$ cat src/rtl/if_fetch.sv
`default_nettype none
// ============================================================================
// Module   : if_fetch
// Purpose  : Instruction-fetch stage with PC, ROM req/gnt/rvalid handshake and
//            a small prefetch buffer feeding IF/ID; handles stall and redirect.
// Revision : 1.0
// ============================================================================
module if_fetch #(
    parameter logic [31:0] RESET_PC  = 32'h0000_0000,
    parameter int          BUF_DEPTH = 2
) (
    input  logic        clk,
    input  logic        rst,
    input  logic        stall_i,
    input  logic        branch_flag_i,
    input  logic [31:0] branch_target_i,
    output logic        rom_req_o,
    output logic [31:0] rom_addr_o,
    input  logic        rom_gnt_i,
    input  logic        rom_rvalid_i,
    input  logic [31:0] rom_rdata_i,
    output logic [31:0] if_pc,
    output logic [31:0] if_inst,
    output logic        if_valid
);

    localparam int PTR_W = $clog2(BUF_DEPTH);
    localparam int CNT_W = PTR_W + 1;

    typedef enum logic [1:0] {
        S_IDLE = 2'd0,
        S_REQ  = 2'd1,
        S_WAIT = 2'd2
    } state_t;

    state_t             state;
    logic [31:0]        fetch_pc;
    logic [31:0]        issued_pc;
    logic               drop;
    logic [PTR_W-1:0]   rd_ptr;
    logic [PTR_W-1:0]   wr_ptr;
    logic [CNT_W-1:0]   count;
    logic [63:0]        buf_mem [BUF_DEPTH];

    logic [31:0]        target;
    logic               push;
    logic               pop;
    logic [CNT_W-1:0]   count_after;
    logic               issue_ok;
    logic [63:0]        head;

    assign target      = branch_target_i & ~32'h3;
    assign head        = buf_mem[rd_ptr];
    assign if_valid    = (count != '0);
    assign if_pc       = if_valid ? head[63:32] : 32'h0;
    assign if_inst     = if_valid ? head[31:0]  : 32'h0;
    assign pop         = if_valid & ~stall_i;
    assign push        = (state == S_WAIT) & rom_rvalid_i & ~drop & ~branch_flag_i;
    assign count_after = count + CNT_W'(push) - CNT_W'(pop);
    // Evaluated only when nothing is outstanding, so the buffer occupancy alone decides.
    assign issue_ok    = (count_after < CNT_W'(BUF_DEPTH));

    always_ff @(posedge clk) begin
        if (push) begin
            buf_mem[wr_ptr] <= {issued_pc, rom_rdata_i};
        end
    end

    always_ff @(posedge clk or negedge rst) begin
        if (!rst) begin
            state      <= S_IDLE;
            fetch_pc   <= RESET_PC & ~32'h3;
            issued_pc  <= 32'h0;
            drop       <= 1'b0;
            rd_ptr     <= '0;
            wr_ptr     <= '0;
            count      <= '0;
            rom_req_o  <= 1'b0;
            rom_addr_o <= 32'h0;
        end else if (branch_flag_i) begin
            rd_ptr   <= '0;
            wr_ptr   <= '0;
            count    <= '0;
            fetch_pc <= target;
            case (state)
                S_REQ: begin
                    if (rom_gnt_i) begin
                        drop       <= 1'b1;
                        issued_pc  <= rom_addr_o;
                        state      <= S_WAIT;
                        rom_req_o  <= 1'b0;
                        rom_addr_o <= 32'h0;
                    end else begin
                        rom_addr_o <= target;
                    end
                end
                S_WAIT: begin
                    if (rom_rvalid_i) begin
                        drop       <= 1'b0;
                        state      <= S_REQ;
                        rom_req_o  <= 1'b1;
                        rom_addr_o <= target;
                    end else begin
                        drop <= 1'b1;
                    end
                end
                default: state <= S_IDLE;
            endcase
        end else begin
            if (push) begin
                wr_ptr <= wr_ptr + PTR_W'(1);
            end
            if (pop) begin
                rd_ptr <= rd_ptr + PTR_W'(1);
            end
            count <= count_after;
            case (state)
                S_IDLE: begin
                    if (issue_ok) begin
                        state      <= S_REQ;
                        rom_req_o  <= 1'b1;
                        rom_addr_o <= fetch_pc;
                    end
                end
                S_REQ: begin
                    if (rom_gnt_i) begin
                        fetch_pc   <= fetch_pc + 32'd4;
                        issued_pc  <= rom_addr_o;
                        state      <= S_WAIT;
                        rom_req_o  <= 1'b0;
                        rom_addr_o <= 32'h0;
                    end
                end
                S_WAIT: begin
                    if (rom_rvalid_i) begin
                        drop <= 1'b0;
                        if (issue_ok) begin
                            state      <= S_REQ;
                            rom_req_o  <= 1'b1;
                            rom_addr_o <= fetch_pc;
                        end else begin
                            state <= S_IDLE;
                        end
                    end
                end
                default: state <= S_IDLE;
            endcase
        end
    end

endmodule
`default_nettype wire

$ cat config.mk
export PLATFORM = sky130hd
export DESIGN_NAME = if_fetch
export DESIGN_NICKNAME = d
export VERILOG_FILES = /design/src/rtl/if_fetch.sv
export SDC_FILE = /design/constraint.sdc
export NUM_CORES = 1
export LEC_CHECK = 0
export BUFFER_PORTS_ARGS = -buffer_cell sky130_fd_sc_hd__buf_2
export CAP_MARGIN = 20
export CORE_MARGIN = 4
export CORE_UTILIZATION = 40
export DETAILED_ROUTE_END_ITERATION = 12
export GPL_ROUTABILITY_DRIVEN = 0
export HOLD_SLACK_MARGIN = 0.12
export PLACE_DENSITY = 0.63
export SETUP_SLACK_MARGIN = 0.3
export SYNTH_ARGS = -nofsm -noshare
export SYNTH_HDL_FRONTEND = slang
export SYNTH_SLANG_ARGS = --single-unit
$ cat constraint.sdc
create_clock -name clk -period 4.31 [get_ports clk]
set_clock_uncertainty 0.05 [all_clocks]
set_input_delay 0.431 -clock clk [delete_from_list [all_inputs] [get_ports clk]]
set_output_delay 0.431 -clock clk [all_outputs]
set_load 0.01 [all_outputs]
Yosys cells after proc, flatten, opt, wreduce, memory -nomap -nowiden
Memory sizes are Yosys's and may differ from the RTL's.
Index checks and enable logic that the tools add are counted.

storage, ports and cells
  input port bits = 70
  flip-flop bits (word level) = 104
  memories kept = 1
  word-level logic and storage cells = 87
  bits in writable memories = 128
  output and inout bits = 98

memory list
  memory   depth  bits a word  rd ports  clocked after memory_dff  write ports  RTL line  text
  buf_mem  2      64           1         0                         1            43        logic [63:0] buf_mem [BUF_DEPTH];

cells by class
  equal/unequal tests = 7
  multiplexer cells = 41
  bitwise logic cells = 7
  $add $sub $neg = 5
  reductions and logical operators = 16
  order comparisons = 1

operators with widths
  operator                                                          number
  32-bit 2-to-1 mux                                                 11
  32-bit one-hot mux with 3 select lines                            1
  32-bit one-hot mux with 2 select lines                            1
  32-bit by 3-bit adder with 32-bit output (second input constant)  1
  1-bit 2-to-1 mux                                                  17
  2-bit nonzero test                                                8
  2-bit 2-to-1 mux                                                  6
  3-bit != test (second input constant)                             3
  4-bit AND reduction                                               2
  2-bit one-hot mux with 3 select lines                             1
  2-bit AND reduction                                               3
  1-bit AND                                                         4
  1-bit one-hot mux with 2 select lines                             2
  2-bit one-hot mux with 2 select lines                             1
  3-bit by 1-bit != test with 1-bit output (second input constant)  1
  1-bit inverter                                                    3
  1-bit one-hot mux with 3 select lines                             1
  3-bit AND reduction                                               1
  3-bit nonzero test                                                1
  1-bit adder (second input constant)                               2
  2-bit by 1-bit adder with 2-bit output                            1
  2-bit by 1-bit == test with 1-bit output (second input constant)  1
  2-bit == test (second input constant)                             1
  2-bit logical NOT                                                 1
  3 further kinds                                                   3

Depth between registers and ports, before layout
Gate-level depths: netlist of run 1.

  depth in word-level cells = 11
  depth in mapped cells = 12

Worst setup path before layout of run 1
No wires, ideal clock.

  path kind = input to register
  start point = in branch_flag_i
  end point = mem buf_mem[0][0], enable pin
  stages on the path = 5
  data arrival time = 3.744 ns
  setup time = 0.484 ns
  data required time = 3.776 ns
  slack = 0.032 ns
  buffers on the path = 2
  cells stage by stage = clkbuf_1 > clkinv_1 > clkbuf_1 > nand2_1 > nor2_1

between the ends
  longest elaborated chain between the ends = 4

ends and longest elaborated chain
  element                                 RTL line  text
  from (decl)                             15        input logic branch_flag_i,
  1-bit inverter                          58        assign push = (state == S_WAIT) & rom_rvalid_i & ~drop & ~branch_flag_i;
  1-bit AND                               58
  1-bit 2-to-1 mux                        64        if (push) begin
  1-bit 2-to-1 mux (not written as such)  65        buf_mem[wr_ptr] <= {issued_pc, rom_rdata_i};
  to (decl)                               43

Every way passes these cells.

Worst setup path after layout of run 1
  start point = reg state[0]
  end point = reg rom_addr_o[20]

between the ends
  longest elaborated chain between the ends = 11
  elaborated cells between the ends (all ways) = 19

ends and longest elaborated chain
  element                                      RTL line     text
  from (decl)                                  36           state_t state;
  from (signal assigned)                       71           state <= S_IDLE;
  from (signal assigned)                       90           state <= S_WAIT;
  from (signal assigned)                       100          state <= S_REQ;
  2-bit == test                                58, 85, 117
  1-bit AND (3 in a row)                       58
  2-bit by 1-bit adder with 2-bit output       59           assign count_after = count + CNT_W'(push) - CNT_W'(pop);
  2-bit by 1-bit subtractor with 2-bit output  59
  2-bit < comparator                           61           assign issue_ok = (count_after < CNT_W'(BUF_DEPTH));
  32-bit 2-to-1 mux (2 in a row)               -
  32-bit one-hot mux with 3 select lines       117          case (state)
  32-bit 2-to-1 mux                            80           end else if (branch_flag_i) begin
  to (signal assigned)                         94           rom_addr_o <= target;
  to (signal assigned)                         102          rom_addr_o <= target;
  to (signal assigned)                         122          rom_addr_o <= fetch_pc;
  to (decl)                                    18           output logic [31:0] rom_addr_o,

Several ways; a longest one is shown, not always the timed one. The select of a mux whose other input is x is not followed.
A chain may end at the register's enable or synchronous reset.

==> flow_metrics.tcl, run 1 <==
set metrics [dict create \
    start_kind "register" \
    insertion_delay_ps 500 \
    postSynthNetCount 779 \
    track_usage 0.1566 \
    cts_resized 0 \
    switchingPower_w 0.002373 \
    slew_headroom 0.2855 \
    maxCapViolCount 0 \
    fp.dieW_um 162.8 \
    tightest_slew_ps 1072 \
    numCtsBuffers 24 \
    port_buffers 165 \
    grt.overflow.total 0 \
    dieArea_mm2 0.02650 \
    dr.pass1.iters 4 \
    synth_common_cells "edfxtp_1, dfrtp_1, nor2_1" \
    max_freq_mhz 311.7 \
    coreArea_mm2 0.02354 \
    synth_cell_types 46 \
    grt_pass1_wl_um 33340 \
    comb_power_share 0.307 \
    maxSlewViolCount 0 \
    syn_area_mm2 0.009584 \
    netlist_instances 702 \
    cts_num_sinks 226 \
    p_int_w 0.005064 \
    grt_max_degree 74 \
    grt_pass1_vias 6095 \
    cts_tree "yes" \
    hpwlAfterDp_um 13600 \
    finalCritPeriodShare 0.7444 \
    synth_warnings 0 \
    critPathMaxFanout 31 \
    critPathArrivalTime_ps 3550 \
    ys_async_sr_fraction 0.4425 \
    die_y_um 162.8 \
    ctsHtreeMaxLevel 1 \
    ir_worst_vdd_v 0.0003911 \
    hold_class "in -> reg" \
    initial_core_util 0.4071 \
    final_util 0.5122 \
    yosysSeqAreaShare 0.6559 \
    setup_viol 0 \
    rsz0062_at_grt "no" \
    finalHoldViolCount 0 \
    finalSetupTns_ps 0 \
    drt-total-wl_um 21210 \
    vias_per_cell 5.001 \
    diodes 0 \
    required_ps 4650 \
    drive_above_1_share 0.3103 \
    post-route-min-period_ps 3208 \
    cts_buffer_depth 3 \
    powerDensity_mw_per_mm2 616.8 \
    first_iter_violations 437 \
    drc 0 \
    p_clk_frac 0.281 \
    switching_share 0.3191 \
    syn_area_per_cell_um2 13.65 \
    io_pins 168 \
    synth_most_common_cell "edfxtp_1" \
    power_frac_seq 0.412 \
    root_buffer "clkbuf_16" \
    layout.nets 984 \
    crit_type "reg -> reg" \
    yosys_register_bits 226 \
    run_status "completed" \
    synth_area_leader_cell "edfxtp_1" \
    synth.top_cell.area_share 0.3948 \
    path_clk_slew_ps 60 \
    ant_nets 0 \
    ys.flop_type "edfxtp_1" \
    area_growth_pct 25.81 \
    end_kind "register" \
    p_leak_nw 4.879 \
    synth_edf_count 126 \
    wl_per_cell_um 17.05 \
    std_cell_rows 56 \
    vias 6221 \
    antenna_found_initial 0 \
    synth_area_leaders "edfxtp_1, dfrtp_1, mux2_2, mux2i_1, nor2_1" \
]
-- cell usage in the layout (no fill, tap or decap), types with 10 or more instances in the layout --
| cell type | instances |
|---|---|
| clkbuf_16 | 25 |
| or4_1 | 12 |
| nor2_1 | 89 |
| inv_1 | 12 |
| dlygate4sd3_1 | 47 |
| o31ai_1 | 11 |
| dfrtp_1 | 99 |
| buf_4 | 10 |
| o21ai_0 | 21 |
| mux2_2 | 61 |
| mux2i_1 | 64 |
| nand2_1 | 28 |
| edfxtp_1 | 126 |
| nand3_1 | 10 |
| a22o_1 | 31 |
| buf_2 | 164 |
| xnor2_1 | 11 |
| a31oi_1 | 15 |
-- cells by family after synthesis --
kind of cell | share of synthesized area
xor gates and xnor gates | 0.01514
muxes | 0.1385
adders and majority gates | 0.009138
buffers and inverters | 0.02376
and+or+nand+nor | 0.08695
DFF | 0.6559
AOI/OAI and AO/OA | 0.07063
-- through the flow --
| step | hold WS (ps) | instances | area, µm² | total power, W | setup WS (ps) |
|---|---|---|---|---|---|
| after floorplan | 85.41 | 702 | 9587 | 0.004493 | 1077 |
| after global placement | 393.9 | 1153 | 10770 | 0.005350 | 1152 |
| after detailed placement | 399.3 | 1153 | 10770 | 0.005415 | 1095 |
| after CTS | 122.3 | 1244 | 12060 | 0.007558 | 1092 |
| after global routing | 125.1 | 1244 | 12060 | 0.007865 | 843.8 |
| final | 132.8 | 1244 | 12060 | 0.007437 | 1102 |
-- flip-flops by register name, summed over array words and instances (netlist names) --
register	flops
wr_ptr	1
state	2
rom_addr_o	31
rd_ptr	1
fetch_pc	30
issued_pc	31
count	2
buf_mem	126
drop	1
rom_req_o	1
-- power groups by stage --
| stage | clock network [W] | registers (W) | logic [W] |
|---|---|---|---|
| finish | 0.00209 | 0.00306 | 0.00228 |
| global route | 0.00224 | 0.00312 | 0.00250 |
| CTS | 0.00215 | 0.00307 | 0.00234 |
| detailed placement | 0 | 0.00312 | 0.00230 |
| global placement | 0 | 0.00309 | 0.00226 |
| floorplan | 0 | 0.00297 | 0.00152 |
-- area by class of cell --
cell class                      count  area, µm²
Tap cell                          319      399.1
Clock inverter                      7      92.59
Fill cell                        2070      11480
Multi-Input combinational cell    420       3117
Inverter                           13      48.80
Clock buffer                       37      724.4
Timing Repair Buffer              222       1386
Sequential cell                   226       6290
-- path summary, 6_finish.rpt --
path                                    start        endpoint  slack, ps  depth (start not counted)
setup / recovery                     state[0]  rom_addr_o[20]       1100                         12
hold / removal             branch_target_i[9]     fetch_pc[9]        130                          3
setup reg to reg                     state[0]  rom_addr_o[20]       1100                         12
hold reg to reg                 issued_pc[31]  buf_mem[0][63]        410                          0
max in group asynchronous                 rst     fetch_pc[9]       2650                          3
min in group asynchronous                 rst  rom_addr_o[26]        530                          2
-- metal layers --
metal / global-route usage / part of all wire / vias to the layer above
met4: 0.03851 / 0.018 / 0
met5: 0 / 0 / -
met3: 0.02379 / 0.046 / 24
met2: 0.2549 / 0.48 / 151
met1: 0.2227 / 0.45 / 3026
li1: - / - / 3020
-- timing repair --
action	in CTS	in global routing
hold buffers	47	0
endpoints found under the hold margin	150	0
setup buffers	0	0
-- worst max-delay path: stages, from the launching register on --
cell and delay (ps):
dfrtp_1 420, inv_1 110, ha_1 230, nand2_1 90, nor2_1 220, nand2_1 170
ha_1 300, inv_1 50, ha_1 140, xnor3_1 330, o221ai_4 170, buf_4 400
mux2_2 400
No activity file was read; power rests on OpenSTA's default activity.
==> inputs of run 2 (changes only) <==
--- a/config.mk
+++ b/config.mk
@@ -5,6 +5,7 @@
 export SDC_FILE = /design/constraint.sdc
 export NUM_CORES = 1
 export LEC_CHECK = 0
+export ABC_AREA = 1
 export BUFFER_PORTS_ARGS = -buffer_cell sky130_fd_sc_hd__buf_2
 export CAP_MARGIN = 20
 export CORE_MARGIN = 4
@@ -12,7 +13,7 @@
 export DETAILED_ROUTE_END_ITERATION = 12
 export GPL_ROUTABILITY_DRIVEN = 0
 export HOLD_SLACK_MARGIN = 0.12
-export PLACE_DENSITY = 0.63
+export PLACE_DENSITY = 0.6
 export SETUP_SLACK_MARGIN = 0.3
 export SYNTH_ARGS = -nofsm -noshare
 export SYNTH_HDL_FRONTEND = slang
==> constraint.sdc (replaced) <==
create_clock -name clk -period 3.14 [get_ports clk]
set_clock_uncertainty 0.05 [all_clocks]
set_input_delay 0.314 -clock clk [delete_from_list [all_inputs] [get_ports clk]]
set_output_delay 0.314 -clock clk [all_outputs]
set_load 0.01 [all_outputs]
==> flow_metrics.tcl, run 2 <==
set metrics [dict create \
    cpMaxStageDelayCell "dfrtp_2" \
    synth_edf_count 126 \
    postSynthNetCount 1172 \
    start_kind "register" \
    required_ps 3550 \
    track_usage 0.1879 \
    grt.overflow.total 0 \
    synth_most_common_cell "nand2_1" \
    coreArea_mm2 0.02446 \
    cp_common_cell "nand2_1" \
    powerDensity_mw_per_mm2 760.5 \
    path_cells "inv_4 > ha_4 > inv_4 > nor3_4 > nand2_1 > ha_1 > inv_1 > ha_1 > inv_1 > nand2_1 > nand2_1 > nand2_1 > nand2_1 > nor2_4 > nand2_4 > nand2_8 > clkbuf_16 > nand2_1 > nand2_1" \
    critPathMaxFanout 7 \
    port_buffers 165 \
    dieArea_mm2 0.02767 \
    switching_share 0.3543 \
    synthAdderAreaFrac 0.008734 \
    synth-simple-area-share 0.2379 \
    drt-total-wl_um 26480 \
    maxCapViolCount 0 \
    synth.top_cell.area_share 0.3773 \
    end_kind "register" \
    hpwlAfterDp_um 16770 \
    ir_worst_vdd_v 0.0003790 \
    ant_nets 0 \
    multi_input_area_mm2 0.003358 \
    vias_per_cell 4.854 \
    diodes 0 \
    place_ws_ps 57.09 \
    cts_tree "yes" \
    p_int_w 0.006321 \
    p_clk_frac 0.274 \
    worst_slack_ps 502.9 \
    area_growth_pct 28.36 \
    fp.dieW_um 166.3 \
    grt_pass1_wl_um 42910 \
    synth_area_leader_cell "edfxtp_1" \
    synth_warnings 0 \
    total_power_w 0.009790 \
    maxSlewViolCount 0 \
    synth_area_leaders "edfxtp_1, dfrtp_1, nand2_1, a21oi_1, inv_1" \
    power_frac_seq 0.423 \
    layout.nets 1409 \
    netlist_instances 1095 \
    grt_max_degree 66 \
    ys.flop_type "edfxtp_1" \
    yosys.area_share.xor_xnor 0.007860 \
    first_iter_violations 535 \
    rsz0062_at_grt "no" \
    slowest_delay_ps 440 \
    syn_area_mm2 0.01003 \
    seq_area_mm2 0.006289 \
    cts_buffer_depth 3 \
    slew_headroom 0.5005 \
    yosysSeqAreaShare 0.6268 \
    initial_core_util 0.4100 \
    critPathArrivalTime_ps 3050 \
    vias 8116 \
    die_y_um 166.3 \
    critical_path.top_delay_family "simple AND/OR/NAND/NOR gates" \
    final_common_cell "nand2_1" \
    fillers 2229 \
    finalHoldViolCount 0 \
    cts_num_sinks 226 \
    p_leak_nw 5.918 \
    synth_cell_types 30 \
    hold_class "in -> async" \
    io_pins 168 \
    fin_cells 1672 \
    tightest_slew_ps 749.2 \
    dr.pass1.iters 4 \
    wl_per_cell_um 15.84 \
    ctsHtreeMaxLevel 1 \
    hold_slack_ps 188.5 \
    synth_compound_area_frac 0.07187 \
    layout_common_cells "nand2_1, buf_2, edfxtp_1" \
    post-route-min-period_ps 2637 \
    syn_area_per_cell_um2 9.158 \
    antenna_found_initial 0 \
    finalSetupTns_ps 0 \
    synth.area.mux_share 0 \
    synth_top_family_by_area "simple AND/OR/NAND/NOR gates" \
    grt_pass1_vias 7929 \
    max_freq_mhz 379.2 \
    numCtsBuffers 25 \
    path_clk_slew_ps 60 \
    std_cell_rows 57 \
    root_buffer "clkbuf_16" \
    ys_async_sr_fraction 0.4425 \
    crit_type "reg -> reg" \
    reg.largest.list "buf_mem x126, issued_pc x31, rom_addr_o x31" \
    dp.cells 1552 \
    finalCritPeriodShare 0.8398 \
    drive_above_1_share 0.1803 \
    largest_reg_flops 126 \
    top_register "buf_mem" \
    drc 0 \
    yosys_register_bits 226 \
    critPathBufInv 5 \
    setup_viol 0 \
    insertion_delay_ps 530 \
    switchingPower_w 0.003468 \
    comb_power_share 0.303 \
    run_status "completed" \
    synth_common_cells "nand2_1, edfxtp_1, dfrtp_1" \
]
==> run 2: worst reg2reg max path, stage by stage (launching register included) <==
cell       delay (ps)
dfrtp_2           440
inv_4              80
ha_4              160
inv_4              60
nor3_4            160
nand2_1            90
ha_1              280
inv_1              60
ha_1              150
inv_1              40
nand2_1            70
nand2_1            60
nand2_1            50
nand2_1            90
nor2_4            190
nand2_4            90
nand2_8           150
clkbuf_16         170
nand2_1            50
nand2_1            70
==> run 2: layout make-up <==
type | instances | area share
clock buffer | 36 | 0.05414
tap | 324 | 0.03149
inverter | 65 | 0.02012
timing repair buffer | 257 | 0.1403
clock inverter | 7 | 0.003694
timing repair inverter | 1 | 0.0008748
multi-input combinational | 756 | 0.2609
sequential | 226 | 0.4885
==> run 2: per-layer routing <==
metal | part of all wire | GRT usage | up-vias
met5 | 0 | 0 | -
met4 | 0.024 | 0.04696 | 0
met3 | 0.052 | 0.02975 | 46
met2 | 0.46 | 0.3017 | 229
met1 | 0.46 | 0.2700 | 3782
li1 | - | - | 4059
==> run 2: final timing paths <==
check | endpoint | slack [ps] | depth (start not counted) | from
worst max-delay path | rom_addr_o[25] | 500 | 19 | state[0]
worst min-delay path | fetch_pc[21] | 190 | 2 | rst
worst max register to register | rom_addr_o[25] | 500 | 19 | state[0]
worst min register to register | buf_mem[0][49] | 420 | 0 | issued_pc[17]
max in group asynchronous | rd_ptr | 2180 | 3 | rst
min in group clk | wr_ptr | 190 | 4 | rom_rvalid_i
==> run 2: per-stage QoR <==
step / utilization / area [µm²]
floorplan: - / 10080
detailed placement: 0.4608 / 11270
finish: 0.5262 / 12870
CTS: 0.5211 / 12750
global placement: 0.4608 / 11270
global route: 0.5262 / 12870
==> run 2: what timing repair did <==
action	4_1_cts	5_1_grt
gates cloned	1	3
pin swaps	1	2
hold buffers	69	0
setup endpoints to repair	31	33
hold endpoints to repair	196	0
setup buffers	1	3
gates resized for setup	7	10
==> run 2: power groups by stage <==
stage                     clock, W  combinational, W  sequential, W
after global placement           0           0.00261        0.00418
final                      0.00268           0.00297        0.00414
after detailed placement         0           0.00265        0.00419
after global routing       0.00289           0.00335        0.00421
after floorplan                  0           0.00167        0.00412
after CTS                  0.00276           0.00281        0.00414
==> run 2: logic make-up after synthesis <==
family | Yosys count
simple gates | 611
buf+inv | 113
flops | 226
xor+xnor | 9
fa+ha+maj | 7
compound gates | 129
==> inputs of run 3 (changes only) <==
--- a/config.mk
+++ b/config.mk
@@ -5,7 +5,7 @@
 export SDC_FILE = /design/constraint.sdc
 export NUM_CORES = 1
 export LEC_CHECK = 0
-export ABC_AREA = 1
+export ABC_AREA = 0
 export BUFFER_PORTS_ARGS = -buffer_cell sky130_fd_sc_hd__buf_2
 export CAP_MARGIN = 20
 export CORE_MARGIN = 4
==> constraint.sdc (replaced) <==
create_clock -name clk -period 2.5 [get_ports clk]
set_clock_uncertainty 0.05 [all_clocks]
set_input_delay 0.25 -clock clk [delete_from_list [all_inputs] [get_ports clk]]
set_output_delay 0.25 -clock clk [all_outputs]
set_load 0.01 [all_outputs]
==> flow_metrics.tcl, run 3 (synthesis gave the netlist of run 1 again) <==
set metrics [dict create \
    run_status "finished with violations" \
    violations "negative setup slack" \
    total_power_w 0.01403 \
    rsz0062_at_grt "yes" \
    largest_reg_flops 126 \
    crit_type "reg -> reg" \
    start_kind "register" \
    finalHoldViolCount 0 \
    die_y_um 162.8 \
    io_pins 168 \
    tightest_slew_ps 956.6 \
    fin_cells 1321 \
    track_usage 0.1735 \
    diodes 0 \
    reg.largest.list "buf_mem x126, issued_pc x31, rom_addr_o x31" \
    p_leak_nw 5.448 \
    initial_core_util 0.4071 \
    antenna_found_initial 0 \
    post-route-min-period_ps 2576 \
    dr_wl_met3_um 1171 \
    grt_pass1_vias 6751 \
    fp.dieW_um 162.8 \
    cts_buffer_depth 3 \
    std_cell_rows 56 \
    grt_pass1_wl_um 36790 \
    postPlaceCellArea_mm2 0.01106 \
    fin_area_mm2 0.01322 \
    numCtsBuffers 25 \
    dp.cells 1171 \
    finalCritPeriodShare 1.030 \
    insertion_delay_ps 510 \
    max_freq_mhz 388.2 \
    coreArea_mm2 0.02354 \
    final_common_cell "buf_2" \
    met1_length_um 10420 \
    top_register "buf_mem" \
    ir_worst_vdd_v 0.0007237 \
    slew_headroom 0.3622 \
    hold_class "in -> async" \
    cts_num_sinks 226 \
    layout.nets 1061 \
    grt_max_degree 65 \
    critPathArrivalTime_ps 2780 \
    required_ps 2710 \
    hold_slack_ps 196.8 \
    maxSlewViolCount 0 \
    top_layer "met4" \
    vias 6640 \
    setup_viol 75 \
    hpwlAfterDp_um 14070 \
    port_buffers 165 \
    ctsHtreeMaxLevel 1 \
    ant_nets 0 \
    root_buffer "clkbuf_16" \
    path_clk_slew_ps 60 \
    drc 0 \
    layout_common_cells "buf_2, edfxtp_1, dfrtp_1" \
    drt-total-wl_um 23740 \
    maxCapViolCount 0 \
    area_growth_pct 37.95 \
    drive_above_1_share 0.3683 \
    dr.pass1.iters 4 \
    critPathMaxFanout 8 \
    wl_met2_um 11590 \
    dieArea_mm2 0.02650 \
    end_kind "register" \
    worst_slack_ps -76.13 \
    vias_per_cell 5.026 \
    place_ws_ps -66.38 \
    grt.overflow.total 0 \
    fillers 2003 \
    powerDensity_mw_per_mm2 1061 \
    cts_tree "yes" \
    wl_per_cell_um 17.97 \
    first_iter_violations 375 \
]
-- run 3: final timing paths --
| check | cells past startpoint | slack [ps] | endpoint | start |
|---|---|---|---|---|
| worst max-delay path | 15 | -80 | buf_mem[1][25] | state[1] |
| worst min-delay path | 2 | 200 | fetch_pc[14] | rst |
| worst max register to register | 15 | -80 | buf_mem[1][25] | state[1] |
| worst min register to register | 0 | 410 | buf_mem[1][60] | issued_pc[28] |
| max in group asynchronous | 3 | 1490 | rd_ptr | rst |
| min in group clk | 3 | 200 | state[1] | rom_rvalid_i |
-- run 3: critical path: stages (launching register included) --
cell	delay (ps)
dfrtp_1	410
ha_4	190
nand2_4	70
nor2_4	40
buf_4	130
buf_6	100
buf_4	120
buf_6	100
buf_4	120
buf_4	120
buf_4	120
buf_4	120
buf_6	100
and3_4	230
buf_12	140
clkbuf_16	160
-- run 3: per-stage QoR --
stage / setup TNS [ps] / util
after floorplan: -1997 / -
after global placement: -243.6 / 0.4699
after detailed placement: -1137 / 0.4699
after CTS: -142.0 / 0.5497
after global routing: -8237 / 0.5616
final: -2746 / 0.5616
-- run 3: repair_timing --
action | 4_1_cts | 5_1_grt
endpoints found under the hold margin | 210 | 0
endpoints found under the setup margin | 116 | 122
gates cloned | 5 | 4
resized for setup | 40 | 23
hold buffers | 66 | 0
pin swaps | 22 | 6
setup buffers | 23 | 7
-- run 3: report_power, final --
part / leakage (nW) / total [W] / internal [W] / switching [W]
combinational: 2.67 / 0.00535 / 0.00276 / 0.00260
sequential: 2.39 / 0.00515 / 0.00466 / 0.000490
clock: 0.388 / 0.00352 / 0.00213 / 0.00140
total: 5.45 / 0.0140 / 0.00954 / 0.00449
-- run 3: routing by layer --
layer  track usage  vias up
met5             0        -
met4       0.04842        0
met3       0.02556       42
met2        0.2925      180
met1        0.2357     3247
li1              -     3171
-- run 3: cell type report --
type	instances	area [µm²]	area share
Tap cell	319	399.1	0.03019
Multi-Input combinational cell	421	3417	0.2584
Clock buffer	40	742.0	0.05612
Clock inverter	5	53.80	0.004069
Sequential cell	226	6290	0.4757
Inverter	13	51.30	0.003880
Timing Repair Buffer	297	2268	0.1716
